--- src/rtl/serial_adder_pkg.sv ---
// Shared definitions for the bit-serial adder: controller state encoding
// and the default operand width.
package serial_adder_pkg;

    localparam int DEFAULT_WIDTH = 8;

    typedef enum logic [1:0] {
        ST_IDLE  = 2'b00,
        ST_SHIFT = 2'b01,
        ST_DONE  = 2'b10
    } state_e;

endpackage

--- src/rtl/fulladder1.sv ---
// Gate-level 1-bit full-adder cell, reused by the serial adder to process
// one operand bit per clock.
module fulladder1 (
    output logic sum,
    output logic cout,
    input  logic a,
    input  logic b,
    input  logic cin
);

    logic axb_s;

    assign axb_s = a ^ b;
    assign sum   = axb_s ^ cin;
    assign cout  = (a & b) | (cin & axb_s);

endmodule

--- src/rtl/serial_adder.sv ---
// Bit-serial WIDTH-bit adder: feeds one operand bit pair per clock (LSB first)
// into a single full-adder cell and keeps the running carry in a flip-flop.
module serial_adder
    import serial_adder_pkg::*;
#(
    parameter int WIDTH = DEFAULT_WIDTH
) (
    input  logic             clk,
    input  logic             rst_n,
    input  logic             start,
    input  logic [WIDTH-1:0] a,
    input  logic [WIDTH-1:0] b,
    input  logic             cin,
    output logic             busy,
    output logic             done,
    output logic [WIDTH-1:0] sum,
    output logic             cout
);

    localparam int                CNT_W    = $clog2(WIDTH);
    localparam logic [CNT_W-1:0] LAST_BIT = CNT_W'(WIDTH - 1);

    state_e             state_q, state_d;
    logic [WIDTH-1:0]   sa_q, sa_d;
    logic [WIDTH-1:0]   sb_q, sb_d;
    logic               c_q, c_d;
    logic [CNT_W-1:0]   cnt_q, cnt_d;
    logic [WIDTH-2:0]   acc_q, acc_d;
    logic [WIDTH-1:0]   sum_q, sum_d;
    logic               cout_q, cout_d;

    logic               fa_sum_s;
    logic               fa_cout_s;
    logic [WIDTH-1:0]   acc_ext_s;

    fulladder1 u_fa (
        .sum  (fa_sum_s),
        .cout (fa_cout_s),
        .a    (sa_q[0]),
        .b    (sb_q[0]),
        .cin  (c_q)
    );

    // New sum bit enters at the top; after the last bit this is the full result.
    assign acc_ext_s = {fa_sum_s, acc_q};

    // Next-state and datapath update for the load / shift / complete sequence.
    always_comb begin
        state_d = state_q;
        sa_d    = sa_q;
        sb_d    = sb_q;
        c_d     = c_q;
        cnt_d   = cnt_q;
        acc_d   = acc_q;
        sum_d   = sum_q;
        cout_d  = cout_q;
        case (state_q)
            ST_IDLE, ST_DONE: begin
                if (start) begin
                    sa_d    = a;
                    sb_d    = b;
                    c_d     = cin;
                    cnt_d   = '0;
                    acc_d   = '0;
                    state_d = ST_SHIFT;
                end else begin
                    state_d = ST_IDLE;
                end
            end
            ST_SHIFT: begin
                acc_d = acc_ext_s[WIDTH-1:1];
                c_d   = fa_cout_s;
                sa_d  = {1'b0, sa_q[WIDTH-1:1]};
                sb_d  = {1'b0, sb_q[WIDTH-1:1]};
                if (cnt_q == LAST_BIT) begin
                    cnt_d   = '0;
                    sum_d   = acc_ext_s;
                    cout_d  = fa_cout_s;
                    state_d = ST_DONE;
                end else begin
                    cnt_d   = cnt_q + CNT_W'(1);
                end
            end
            default: begin
                state_d = ST_IDLE;
            end
        endcase
    end

    // State and datapath registers; reset discards any operation in flight.
    always_ff @(posedge clk or negedge rst_n) begin
        if (!rst_n) begin
            state_q <= ST_IDLE;
            sa_q    <= '0;
            sb_q    <= '0;
            c_q     <= 1'b0;
            cnt_q   <= '0;
            acc_q   <= '0;
            sum_q   <= '0;
            cout_q  <= 1'b0;
        end else begin
            state_q <= state_d;
            sa_q    <= sa_d;
            sb_q    <= sb_d;
            c_q     <= c_d;
            cnt_q   <= cnt_d;
            acc_q   <= acc_d;
            sum_q   <= sum_d;
            cout_q  <= cout_d;
        end
    end

    assign busy = (state_q == ST_SHIFT);
    assign done = (state_q == ST_DONE);
    assign sum  = sum_q;
    assign cout = cout_q;

endmodule
--- config.mk ---
export PLATFORM = sky130hd
export DESIGN_NAME = serial_adder
export DESIGN_NICKNAME = d
export VERILOG_FILES = /design/src/rtl/serial_adder_pkg.sv /design/src/rtl/fulladder1.sv /design/src/rtl/serial_adder.sv
export SDC_FILE = /design/constraint.sdc
export NUM_CORES = 1
export LEC_CHECK = 0
export ABC_AREA = 1
export BUFFER_PORTS_ARGS = -buffer_cell sky130_fd_sc_hd__buf_4
export CORE_MARGIN = 5
export CORE_UTILIZATION = 43
export CTS_CLUSTER_SIZE = 14
export DETAILED_ROUTE_END_ITERATION = 7
export PLACE_DENSITY = 0.64
export SYNTH_ARGS = -nofsm -noshare
export SYNTH_HDL_FRONTEND = slang
export SYNTH_SLANG_ARGS = --single-unit
--- constraint.sdc ---
create_clock -name clk -period 2 [get_ports clk]
set_clock_uncertainty 0.05 [all_clocks]
set_input_delay 0 -clock clk [delete_from_list [all_inputs] [get_ports clk]]
set_output_delay 0 -clock clk [all_outputs]
set_load 0.005 [all_outputs]
== Word-level counts from Yosys, hierarchy flattened ==
Index checks and enable logic that the tools add are counted.
Storage, ports and cells
  flip-flop bits (word level): 38
  latch bits: 0
  bits in writable memories: 0
  bits in read-only memories: 0
  bits of input ports: 20
  output and inout port bits: 11
  logic and storage cells: 38
  memories kept: 0
Operators by class
  add/subtract/negate cells: 1
  multiply operators: 0
  divide/modulo/power cells: 0
  magnitude comparators: 0
  equal/unequal tests: 5
  shifts and indexed selects: 0
  mux-type cells: 14
  bitwise logic cells: 5
  reduce and logical (&&, ||, !) cells: 5
Operator list (count)
  $pmux 8 s2: 2
  $mux 8: 2
  $pmux 7 s2: 1
  $mux 7: 1
  $mux 3: 2
  $pmux 3 s2: 1
  $pmux 2 s2: 1
  $reduce_and 2->1: 2
  $add 3x1->3 const B: 1
  $eq 3x3->1 const B: 1
  $and 1x1->1: 2
  $eq 2x1->1 const B: 1
  $eq 2x2->1 const B: 1
  $logic_not 2->1: 1
  $mux 1: 2
  $mux 2: 1
  $ne 2x1->1 const B: 1
  $ne 2x2->1 const B: 1
  $pmux 1 s2: 1
  $reduce_bool 2->1: 1
  $reduce_or 2->1: 1
  $xor 1x1->1: 2
  $or 1x1->1: 1

== Depth between registers and ports, before layout ==
  depth in word-level cells: 4
  depth in mapped cells: 8
  depth with buffers taken out: 6

== By module ==
Synthesis repeated with hierarchy kept, for this count alone.
Unflattened totals
  cells, all modules: 221
  area, all modules: 1870.5 um^2
Modules (own cells, without submodules)
  serial_adder: times used 1, cells each 220, area each 1850.5 um^2, sequential area each 950.9 um^2
  fulladder1: times used 1, cells each 1, area each 20.0 um^2, sequential area each 0.0 um^2

== Worst setup path after synthesis ==
Ideal clock, no wire load.
  path type: register to register
  from: reg cnt_q[0]
  to: reg sum_q[0], in the netlist sum[0]
  setup time: 0.074 ns
  arrival time: 1.158 ns
  slack: 0.718 ns
  cell stages (with the launch flop): 7
  path buffers: 1
  clock period less this slack: 1.282 ns
  cell sequence: dfrtp_1 ha_1 ha_1 nand2_4 buf_6 nand2_1 o21ai_2
Between the ends
  cells in the longest elaborated chain, start to end: 2
RTL lines
  start, declared: RTL line serial_adder.sv:27  | logic [CNT_W-1:0] cnt_q, cnt_d;
  start signal, assigned: RTL line serial_adder.sv:106  | cnt_q <= cnt_d;
  $eq 3x3->1: RTL line serial_adder.sv:75  | if (cnt_q == LAST_BIT) begin
  $reduce_and 2->1 (no line)
  end signal, assigned: RTL line serial_adder.sv:108  | sum_q <= sum_d;
  end, declared: RTL line serial_adder.sv:29  | logic [WIDTH-1:0] sum_q, sum_d;
No other way between the ends.
A chain may end at the register's enable or synchronous reset.

== Worst setup path in the final report ==
  from: reg state_q[1]
  to: reg sb_q[5]
Between the ends
  cells in the longest elaborated chain, start to end: 4
  elaborated cells between the ends (all ways): 8
RTL lines
  start, declared: RTL line serial_adder.sv:23  | state_e state_q, state_d;
  start signal, assigned: RTL line serial_adder.sv:102  | state_q <= state_d;
  $eq 2x2->1 or $logic_not 2->1 (tied branches): RTL line serial_adder.sv:57  | case (state_q)
  $reduce_or 2->1: RTL line serial_adder.sv:57
  $ne 2x2->1 (no line) or $reduce_bool 2->1 (tied branches)
  $reduce_and 2->1 (no line)
  end signal, assigned: RTL line serial_adder.sv:95  | sb_q <= '0;
  end signal, assigned: RTL line serial_adder.sv:104  | sb_q <= sb_d;
  end, declared: RTL line serial_adder.sv:25  | logic [WIDTH-1:0] sb_q, sb_d;
Parallel ways exist; a longest one is shown, timed or not.

==> metrics.md <==
| Metric | Value |
|---|---|
| Status | `finished clean` |
| Multi-input gate area in the final layout | `661 sq um` |
| Die span in x | `75.6 um` |
| EDFF count, synth | `0` |
| Min Tclk post-route | `1.54 ns` |
| Reg area | `951 sq um` |
| Kind of start point of the critical path | `flip-flop` |
| Cts bufs inserted | `5` |
| Endpoint of the lowest-slack register-to-register path | `sb_q[5]` |
| Worst-path fanout max | `25` |
| Via count of the first global-routing pass | `1354` |
| Avg Synthesized Cell Area | `8.38 sq um` |
| Antenna violations before repair | `0` |
| Ordered list of cells on the worst path | `inv_2 -> nand2_8 -> nand2_4 -> inv_6 -> nand2_1 -> nand2_1` |
| Setup_tns | `0 ns` |
| DR iter-0 viols | `129` |
| Number of pins exceeding their max-slew limit in the final report | `0` |
| Reg-to-reg setup timing slack | `0.46 ns` |
| Via density per instance | `4.48` |
| Maximum level of the CTS H-tree | `2` |
| Setup CP Type | `flip-flop to flip-flop` |
| Cts-stage hold buffer count | `19` |
| Worst flop-to-flop path startpoint | `state_q[1]` |
| Overall Global Routing Usage | `14.6%` |
| Pin count of the biggest net entering global routing | `39` |
| Global-route wire length before repair | `6230 um` |
| 1st-pass router iterations | `4` |
| Post-route ant nets | `0` |
| Cell type contributing the most total cell area after synthesis | `dfrtp_1` |
| Required time reported for the critical path endpoint | `2.13 ns` |
| Most common cell type on the critical path | `nand2_1` |
| Layout cells sized above 1 | `20.4%` |
| Peak supply drop | `649 uV` |
| Fill cells | `383` |
| Final global-route overflow total | `0` |
| Rows | `23` |
| CTS clock-pin slew for the worst setup and hold paths | `0.07 ns` |
| Die extent in y | `75.6 um` |
| Yosys synthesis warning count | `0` |
| Count of maximum capacitance violations | `0` |
| CTS resizes | `0` |
| Placer's final routability congestion estimate | `0.751` |
| Worst min-delay path category | `primary input to async pin` |
| Buffer levels on the longest clock path | `2` |
| Unrepaired setup endpoints after global routing | `no` |
| Initial core utilization | `45.3%` |
| Core region area | `0.00409 sq mm` |
| Number of nets in the final layout | `292` |
| Clock insertion delay at the later pin of the skew report | `0.29 ns` |
| Headroom to the max-slew limit | `68.8%` |
| Die outline area | `0.00572 sq mm` |
| Post-CTS repair timing setup buffer count | `0` |
| Reg2Reg Depth | `6` |
| Most numerous cell in the Yosys netlist | `nand2_1` |
| Ant. Diodes | `0` |
| TritonCTS clock tree | `built` |
| Synthesized area | `0.00185 sq mm` |
| Synthesized flop and latch total | `38` |
| Sink count of the clock tree | `38` |
| Net Count, Synth | `244` |
| Final core utilization | `58.1%` |
| Top post-synthesis cells by area | `dfrtp_1 51%, nand2_1 15%, nand3_1 8.1%` |
| Delay of the slowest cell on the worst path | `0.42 ns` |
| Fraction of synthesis flops using an asynchronous set or reset pin | `100%` |
| Sequential element share of the synthesized area | `51.4%` |
| Endpoint class of the critical path | `flip-flop` |
| Most used DFF post-synth | `dfrtp_1` |
| Number of I/O port buffers | `30` |
| Hold Fails Final Rpt | `0` |
| Final count of negative-setup-slack endpoints | `0` |
| Area share of the leading cell type in the synthesized netlist | `51.4%` |
| Power per standard cell area | `1480 mW/mm^2` |
| WL/cell | `11.4 um` |
| Number of top-level design ports | `31` |
| Cell at the root of the clock tree | `clkbuf_8` |
| Worst Path Arrival | `1.68 ns` |
| Worst Max-Slew Pin Slew | `0.467 ns` |
| Critical-path cell with the highest stage delay | `dfrtp_1` |
| Area added between synthesis and finish | `28.1%` |
| Leak Pwr | `1.31 nW` |
| Gate count after technology mapping | `221` |
| Residual DRC | `0` |
| Half-perimeter wire length after placement | `2370 um` |
| Number of distinct library cells after synthesis | `20` |
| Part of the cycle the worst path needs | `77.2%` |
| Routed via count | `1434` |
| Total wirelength of the detailed-routed design | `3630 um` |
| Maximum clock frequency | `648 MHz` |
| Non-filler cells in the finished layout | `320` |
| Ranking of synthesized cells by instance count | `74 x nand2_1, 39 x inv_1, 38 x dfrtp_1` |
| Total instance count after detailed placement | `293` |
[kinds of logic (layout without fill, tap and decap cells)]
family          count (synthesis)  in the layout  share of synthesized area, %
simple gates                  111            111                          26.8
buf+inv                        51            100                          13.0
flops                          38             38                          51.4
compound gates                 18             18                          6.49
fa+ha+maj                       3              3                          2.43
[cells in the final DEF, fill, tap and decap left out, drive strengths merged]
cell type,Yosys,layout
nand2,78,78
clkbuf,0,8
dlygate4sd3,0,19
o21ai,18,18
nor2,3,3
ha,2,2
dfrtp,38,38
nand3,30,30
buf,9,31
fa,1,1
inv,42,42
[report_power, final]
part / total (mW) / switching (mW) / internal, mW
clock network: 0.607 / 0.259 / 0.348
registers: 1.35 / 0.213 / 1.14
logic: 1.55 / 0.905 / 0.642
total: 3.51 / 1.38 / 2.13
[registers in the layout, summed over array words and instances, names as in the netlist]
signal and count:
sa_q 8, sb_q 8, sum 8, acc_q 7, cnt_q 3, state_q 2
c_q 1, cout 1
[final cells by class]
| type | instances | area share, % |
|---|---|---|
| clock buffer | 8 | 4.64 |
| inverter | 42 | 6.96 |
| tap | 50 | 2.64 |
| multi-input combinational | 132 | 27.8 |
| timing repair buffer | 50 | 17.8 |
| sequential | 38 | 40.1 |
[worst max-delay path, delay by kind of cell (launching register included)]
kind	cells	cell delay, ns
flops	1	0.42
buf+inv	2	0.39
simple gates	4	0.56
[through the flow]
stage | hold slack, ns | total power [mW] | worst slack [ns] | cell area, sq um
after CTS | 0.168 | 3.55 | 0.447 | 2370
after global placement | -0.0528 | 2.87 | 0.511 | 2070
after global routing | 0.224 | 3.86 | 0.317 | 2370
after detailed placement | -0.0544 | 2.89 | 0.453 | 2070
after floorplan | -0.346 | 2.54 | 0.718 | 1850
final | 0.161 | 3.51 | 0.456 | 2370
[metal layers]
metal,up-vias,global-route usage (%),share of wire (%)
met4,0,6.41,2.4
met1,628,20.7,49
met5,-,0,0
met2,35,20.7,43
li1,761,-,-
met3,10,4.35,5.0
[worst max-delay path by stage]
| stage | end | startpoint | slack [ns] | cells after the start |
|---|---|---|---|---|
| floorplan | sum[0] | cnt_q[0] | 0.72 | 6 |
| global placement | sa_q[6] | state_q[1] | 0.51 | 6 |
| detailed placement | sa_q[4] | state_q[1] | 0.45 | 6 |
| CTS | sa_q[4] | state_q[1] | 0.45 | 6 |
| global route | sa_q[3] | state_q[1] | 0.32 | 6 |
| finish | sb_q[5] | state_q[1] | 0.46 | 6 |
(Power assumes the default switching activity.)
